==> src/rtl/usb_ep_regs.sv <==
// USB endpoint register block: CPU-facing status/data registers for EP0 IN, EP0 OUT and EP1 IN,
// each backed by a DEPTH-byte FIFO shared with the SIE.
module usb_ep_fifo #(
   parameter int DEPTH = 8,
   parameter int CW    = 4
) (
   input  logic          clk,
   input  logic          reset,
   input  logic          push,
   input  logic [7:0]    din,
   input  logic          pop,
   input  logic          flush,
   output logic [7:0]    head,
   output logic [CW-1:0] count
);
   logic [7:0]    mem_q [DEPTH];
   logic [CW-1:0] wr_q, wr_d, rd_q, rd_d;

   // Flush takes priority over a pop so a flushed FIFO is always empty
   // (barring a push accepted in the same cycle).
   always_comb begin
      wr_d = push ? wr_q + CW'(1) : wr_q;
      rd_d = rd_q;
      if (flush)    rd_d = wr_q;
      else if (pop) rd_d = rd_q + CW'(1);
   end

   always_ff @(posedge clk) begin
      if (reset) begin
         wr_q <= '0;
         rd_q <= '0;
      end else begin
         wr_q <= wr_d;
         rd_q <= rd_d;
      end
   end

   always_ff @(posedge clk) begin
      if (push) mem_q[wr_q[CW-2:0]] <= din;
   end

   assign head  = mem_q[rd_q[CW-2:0]];
   assign count = wr_q - rd_q;
endmodule

module usb_ep_regs #(
   parameter int DEPTH = 8
) (
   input  logic        clk,
   input  logic        reset,
   input  logic [15:0] io_addr,
   input  logic        io_wr,
   input  logic        io_rd,
   input  logic [15:0] io_wdata,
   output logic [15:0] io_rdata,
   output logic        epi0_valid,
   output logic [7:0]  epi0_data,
   input  logic        epi0_pop,
   input  logic        epi0_ack,
   input  logic        epo0_we,
   input  logic [7:0]  epo0_data,
   input  logic        epo0_done,
   output logic        epo0_nak,
   output logic        epi1_valid,
   output logic [7:0]  epi1_data,
   input  logic        epi1_pop,
   input  logic        epi1_ack
);
   localparam int CW = $clog2(DEPTH) + 1;
   localparam logic [CW-1:0] FULL_CNT = CW'(DEPTH);

   localparam logic [15:0] A_I0D = 16'h5000;
   localparam logic [15:0] A_I0S = 16'h5002;
   localparam logic [15:0] A_O0D = 16'h5004;
   localparam logic [15:0] A_O0S = 16'h5006;
   localparam logic [15:0] A_I1D = 16'h5008;
   localparam logic [15:0] A_I1S = 16'h500A;

   function automatic logic [15:0] stat(input logic [CW-1:0] cnt, input logic flag, input logic ovf);
      logic [15:0] s;
      s         = '0;
      s[CW-1:0] = cnt;
      s[8]      = (cnt == FULL_CNT);
      s[9]      = (cnt == '0);
      s[10]     = ovf;
      s[15]     = flag;
      return s;
   endfunction

   // IN endpoints, index 0 = EP0 IN, index 1 = EP1 IN
   logic [1:0]          wr_dat, wr_stat, sie_pop, sie_ack;
   logic [1:0]          in_push, in_pop, in_flush, in_valid, in_full, in_empty;
   logic [1:0][7:0]     in_head;
   logic [1:0][CW-1:0]  in_cnt;
   logic [1:0]          armed_q, armed_d, in_ovf_q, in_ovf_d;

   assign wr_dat  = {io_wr && io_addr == A_I1D, io_wr && io_addr == A_I0D};
   assign wr_stat = {io_wr && io_addr == A_I1S, io_wr && io_addr == A_I0S};
   assign sie_pop = {epi1_pop, epi0_pop};
   assign sie_ack = {epi1_ack, epi0_ack};

   for (genvar i = 0; i < 2; i++) begin : g_in
      usb_ep_fifo #(.DEPTH(DEPTH), .CW(CW)) u_fifo (
         .clk   (clk),
         .reset (reset),
         .push  (in_push[i]),
         .din   (io_wdata[7:0]),
         .pop   (in_pop[i]),
         .flush (in_flush[i]),
         .head  (in_head[i]),
         .count (in_cnt[i])
      );
      assign in_full[i]  = (in_cnt[i] == FULL_CNT);
      assign in_empty[i] = (in_cnt[i] == '0);
      assign in_valid[i] = armed_q[i] & ~in_empty[i];
   end

   always_comb begin
      in_flush = '0;
      in_push  = '0;
      in_pop   = '0;
      armed_d  = armed_q;
      in_ovf_d = in_ovf_q;
      for (int i = 0; i < 2; i++) begin
         in_flush[i] = sie_ack[i] & armed_q[i];
         in_push[i]  = wr_dat[i] & ~armed_q[i] & ~in_full[i];
         in_pop[i]   = sie_pop[i] & in_valid[i] & ~in_flush[i];
         armed_d[i]  = (armed_q[i] & ~in_flush[i]) | (wr_stat[i] & io_wdata[15] & ~armed_q[i]);
         in_ovf_d[i] = (in_ovf_q[i] & ~(wr_stat[i] & io_wdata[10]))
                     | (wr_dat[i] & ~armed_q[i] & in_full[i]);
      end
   end

   // EP0 OUT
   logic          o_wr_stat, o_rd_dat, o_flush, o_push, o_pop, o_full, o_empty;
   logic [7:0]    o_head;
   logic [CW-1:0] o_cnt;
   logic          ready_q, ready_d, o_ovf_q, o_ovf_d;

   assign o_wr_stat = io_wr && io_addr == A_O0S;
   assign o_rd_dat  = io_rd && io_addr == A_O0D;

   usb_ep_fifo #(.DEPTH(DEPTH), .CW(CW)) u_out_fifo (
      .clk   (clk),
      .reset (reset),
      .push  (o_push),
      .din   (epo0_data),
      .pop   (o_pop),
      .flush (o_flush),
      .head  (o_head),
      .count (o_cnt)
   );
   assign o_full  = (o_cnt == FULL_CNT);
   assign o_empty = (o_cnt == '0);

   always_comb begin
      o_flush = o_wr_stat & io_wdata[15];
      o_push  = epo0_we & ~ready_q & ~o_full;
      o_pop   = o_rd_dat & ready_q & ~o_empty & ~o_flush;
      ready_d = (ready_q & ~o_flush) | (epo0_done & ~ready_q);
      o_ovf_d = (o_ovf_q & ~(o_wr_stat & io_wdata[10])) | (epo0_we & ~ready_q & o_full);
   end

   // Read mux sees pre-write state, so a simultaneous status write is not visible yet.
   logic [15:0] io_rdata_q, io_rdata_d;
   always_comb begin
      io_rdata_d = io_rdata_q;
      if (io_rd) begin
         case (io_addr)
            A_I0S:   io_rdata_d = stat(in_cnt[0], armed_q[0], in_ovf_q[0]);
            A_I1S:   io_rdata_d = stat(in_cnt[1], armed_q[1], in_ovf_q[1]);
            A_O0S:   io_rdata_d = stat(o_cnt, ready_q, o_ovf_q);
            A_O0D:   io_rdata_d = (ready_q & ~o_empty) ? {8'h00, o_head} : 16'h0000;
            default: io_rdata_d = 16'h0000;
         endcase
      end
   end

   always_ff @(posedge clk) begin
      if (reset) begin
         armed_q    <= '0;
         in_ovf_q   <= '0;
         ready_q    <= 1'b0;
         o_ovf_q    <= 1'b0;
         io_rdata_q <= '0;
      end else begin
         armed_q    <= armed_d;
         in_ovf_q   <= in_ovf_d;
         ready_q    <= ready_d;
         o_ovf_q    <= o_ovf_d;
         io_rdata_q <= io_rdata_d;
      end
   end

   assign io_rdata   = io_rdata_q;
   assign epi0_valid = in_valid[0];
   assign epi1_valid = in_valid[1];
   assign epi0_data  = in_valid[0] ? in_head[0] : 8'h00;
   assign epi1_data  = in_valid[1] ? in_head[1] : 8'h00;
   assign epo0_nak   = ready_q | o_full;
endmodule
==> config.mk <==
export PLATFORM = sky130hd
export DESIGN_NAME = usb_ep_regs
export DESIGN_NICKNAME = d
export VERILOG_FILES = /design/src/rtl/usb_ep_regs.sv
export SDC_FILE = /design/constraint.sdc
export NUM_CORES = 1
export LEC_CHECK = 0
export ABC_AREA = 1
export CORE_UTILIZATION = 31
export DETAILED_ROUTE_END_ITERATION = 6
export GPL_TIMING_DRIVEN = 0
export PLACE_DENSITY = 0.52
export SKIP_LAST_GASP = 1
export SLEW_MARGIN = 15
export SYNTH_ARGS = -nofsm -noshare
export SYNTH_HDL_FRONTEND = slang
export SYNTH_SLANG_ARGS = --single-unit
==> constraint.sdc <==
create_clock -name clk -period 3.5 [get_ports clk]
set_clock_uncertainty 0.15 [all_clocks]
set_input_delay 0.7 -clock clk [delete_from_list [all_inputs] [get_ports clk]]
set_output_delay 0.7 -clock clk [all_outputs]
set_load 0.05 [all_outputs]
==> qor.txt <==
Outcome - finished clean
Synth Flop Type - edfxtp_1
Initial antenna violation count - 0
Flop2flop setup slack - 350 ps
Hold_buf cts - 0
Tightest Hold Check Type - reg -> reg
# nets final - 1252
Largest net degree at the start of global routing - 17
YS warnings - 0
Crit end category - output pin
CP delay by family, top - adder cells
Die Ht - 189.3 um
Root buffer cell - clkbuf_16
Core ar. - 0.03454 sq mm
CP most frequent cell - nand2_4
Slew margin rel. - 26.47%
Slew @ Worst Pin - 1099 ps
Share of layout cells above drive strength 1 - 13.53%
Post-Syn Instances - 1071
Endpoints failing hold - 0
Min cycle time layout - 3401 ps
Top-count cell post-synth - nand2_1
Critical Path Slowest Stage Cell - fa_2
IR drop worst, VDD - 0.4227 mV
Mapped Area - 0.01087 sq mm
Power per cell area - 464.7 mW/mm^2
Antenna cell count - 0
Row cnt - 68
Critical R2R Capture - u_out_fifo.mem_q[7][1]
Post-DP Area - 0.01224 sq mm
CTS tree - yes
Kind of critical path - reg -> out
Drt wl/cell - 16.54 um
Place WS - -377.4 ps
Final non-filler cell total - 1660
Worst Path Required - 2650 ps
Synth top area cells - edfxtp_1 53%, nand2_1 11%, dfxtp_1 9.4%
Sink Count - 243
Seq cells post-synth - 243
RD Place Congestion - 0.8625
Area grow syn2layout - 22.10%
Yosys top cell by area - edfxtp_1
CTS buffer count - 27
Synth top area share - 53.03%
Post-route DRC - 0
Total grt overflow - 0
Die X - 189.3 um
EDFF count, synth - 192
Worst path cell trace - inv_4 -> ha_1 -> inv_2 -> fa_2 -> inv_1 -> nand2_2 -> nor2_4 -> nand2_4 -> nand2_4 -> a211oi_2 -> buf_6
P_leak - 4.917 nW
CP max stage delay - 520 ps
Clock latency on the worst-skew pair - 550 ps
Buffers and inverters on the worst path - 4
DR iter-0 viols - 447
First-pass GRT wire length - 42.58 mm
Max FO, Critical Path - 4
Hold path endpoint - in_ovf_q[0]
Drt pass-1 iters - 6
Hold Path Depth - 2
WP data arrival - 2550 ps
I/O Pins - 85
CTS clk-pin slew, worst paths - 60 ps
Die ar. - 0.03582 sq mm
PortBufs - 73
Final Cell Area - 0.01327 sq mm
Hpwl dp - 18.73 mm
Fmax - 294.0 MHz
Post-synthesis sequential area ratio - 62.42%
H-tree level count - 1
Most common library cells after synthesis - 315 x nand2_1, 192 x edfxtp_1, 89 x nor2_1
GRT Overall Usage - 15.32%
CP Depth - 11
Routed wire length - 27.45 mm
Dpl cells - 1602
Cell variety after synth - 42
ANT nets after route - 0
Tcrit/Tclk final - 97.17%
Setup WS post-layout - 99.05 ps
Syn avg cell area - 10.15 sq um
Starting Density - 31.47%
Hold path start - in_ovf_q[0]
Maximum Capacitance Violations - 0
Overall power - 6.169 mW
Worst setup SP type - register
Synth async-reset ratio - 0%
Max Slew Vio Count - 0
RSZ-0062 raised after global routing - false
Vias in the first global route - 7588
Reg-to-Reg Start - u_out_fifo.wr_q[0]
Vias after detailed routing - 7857
Final count of negative-setup-slack endpoints - 0
R2R cell count - 11
Number of vias per cell - 4.733
CTS max path bufs - 3
[where the power goes]
part           switching [mW]  internal, mW  total [mW]
combinational           0.147        0.0844       0.231
clock                    1.16          1.64        2.80
sequential            0.00976          3.13        3.14
total                    1.31          4.86        6.17
[cells by family (layout without fill, tap and decap cells)]
kind of cell / after synthesis / count (layout) / share of synthesized area (%)
buf+inv: 113 / 242 / 4.281
fa+ha+maj: 18 / 18 / 2.279
flops: 243 / 243 / 62.42
simple gates: 521 / 523 / 20.24
mux: 2 / 2 / 0.1956
compound gates: 158 / 158 / 9.264
xor+xnor: 15 / 15 / 1.278
other cells: 1 / 4 / 0.03449
[timing repair]
action,CTS,global route
pin swaps,2,8
cloned,1,1
setup endpoints to repair,19,19
buffers inserted,1,5
gates resized for setup,127,32
[cell usage in the layout, fill, tap and decap left out, types with 8 or more instances in the layout]
cell / netlist / layout
nand2_1: 315 / 309
edfxtp_1: 192 / 192
nor2_1: 89 / 87
a21oi_1: 75 / 74
nand3_1: 61 / 61
inv_1: 61 / 56
clkdlybuf4s50_1: 0 / 54
dfxtp_1: 51 / 41
clkbuf_1: 26 / 30
o21ai_0: 28 / 28
clkbuf_16: 0 / 27
buf_4: 5 / 20
buf_2: 12 / 19
a32oi_1: 16 / 16
a32o_1: 16 / 16
nand4_1: 15 / 15
ha_1: 15 / 14
nor3_2: 0 / 12
clkinv_1: 3 / 11
nand2_2: 7 / 9
inv_2: 5 / 8
dfxtp_2: 0 / 8
[state kept, by name, summed over array words and instances, names as in the netlist, named ones only]
signal / count
armed_q: 2
g_in.u_fifo.mem_q: 128
g_in.u_fifo.rd_q: 8
g_in.u_fifo.wr_q: 8
in_ovf_q: 2
io_rdata: 12
o_ovf_q: 1
ready_q: 1
u_out_fifo.mem_q: 64
u_out_fifo.rd_q: 4
u_out_fifo.wr_q: 4
[layout make-up]
| type | count | area [sq um] |
|---|---|---|
| multi-input cells | 720 | 3831 |
| clock buffers | 31 | 690.7 |
| flip-flops and latches | 243 | 6804 |
| fillers | 3463 | 21270 |
| clock inverters | 19 | 182.7 |
| well taps | 455 | 569.3 |
| plain buffers | 44 | 206.4 |
| repair buffers | 79 | 725.7 |
| inverters | 69 | 264.0 |
[metal layers]
| metal | track usage [%] | share of wire [%] | routed length (um) | vias up |
|---|---|---|---|---|
| li1 | - | - | - | 3934 |
| met4 | 4.063 | 2.2 | 616 | 0 |
| met2 | 27.11 | 50 | 13680 | 189 |
| met3 | 2.428 | 4.4 | 1201 | 42 |
| met1 | 19.32 | 44 | 11950 | 3692 |
| met5 | 0 | 0 | 0 | - |
[how the worst max path moves through the flow]
stage,from,endpoint,slack (ps)
global placement,io_addr[0],g_in[1].u_fifo.mem_q[1][5],-380
global route,g_in[0].u_fifo.wr_q[0],epi0_data[7],0.7
detailed placement,g_in[0].u_fifo.wr_q[0],epi0_data[7],-380
CTS,g_in[0].u_fifo.wr_q[0],epi0_data[7],-30
floorplan,g_in[0].u_fifo.wr_q[0],epi0_data[7],410
finish,g_in[0].u_fifo.wr_q[0],epi0_data[7],100
[worst register-to-register path, stage by stage, from the launching register on]
cell and delay (ps):
dfxtp_4 360, inv_4 70, ha_1 140, inv_1 60
fa_1 570, or2_4 140, nor2_4 40, nand2_2 90
nand2_2 70, inv_1 120, nand2_2 120, nor2_1 850
[stage by stage]
step | TNS, ps | util, % | hold WS, ps
after floorplan | 0 | - | 288.9
after global placement | -33970 | 35.30 | 303.4
after detailed placement | -8473 | 35.44 | 308.5
after CTS | -27.38 | 38.05 | 317.0
after global routing | 0 | 38.43 | 341.5
final | 0 | 38.43 | 317.5
No activity file was read; power rests on OpenSTA's default activity.
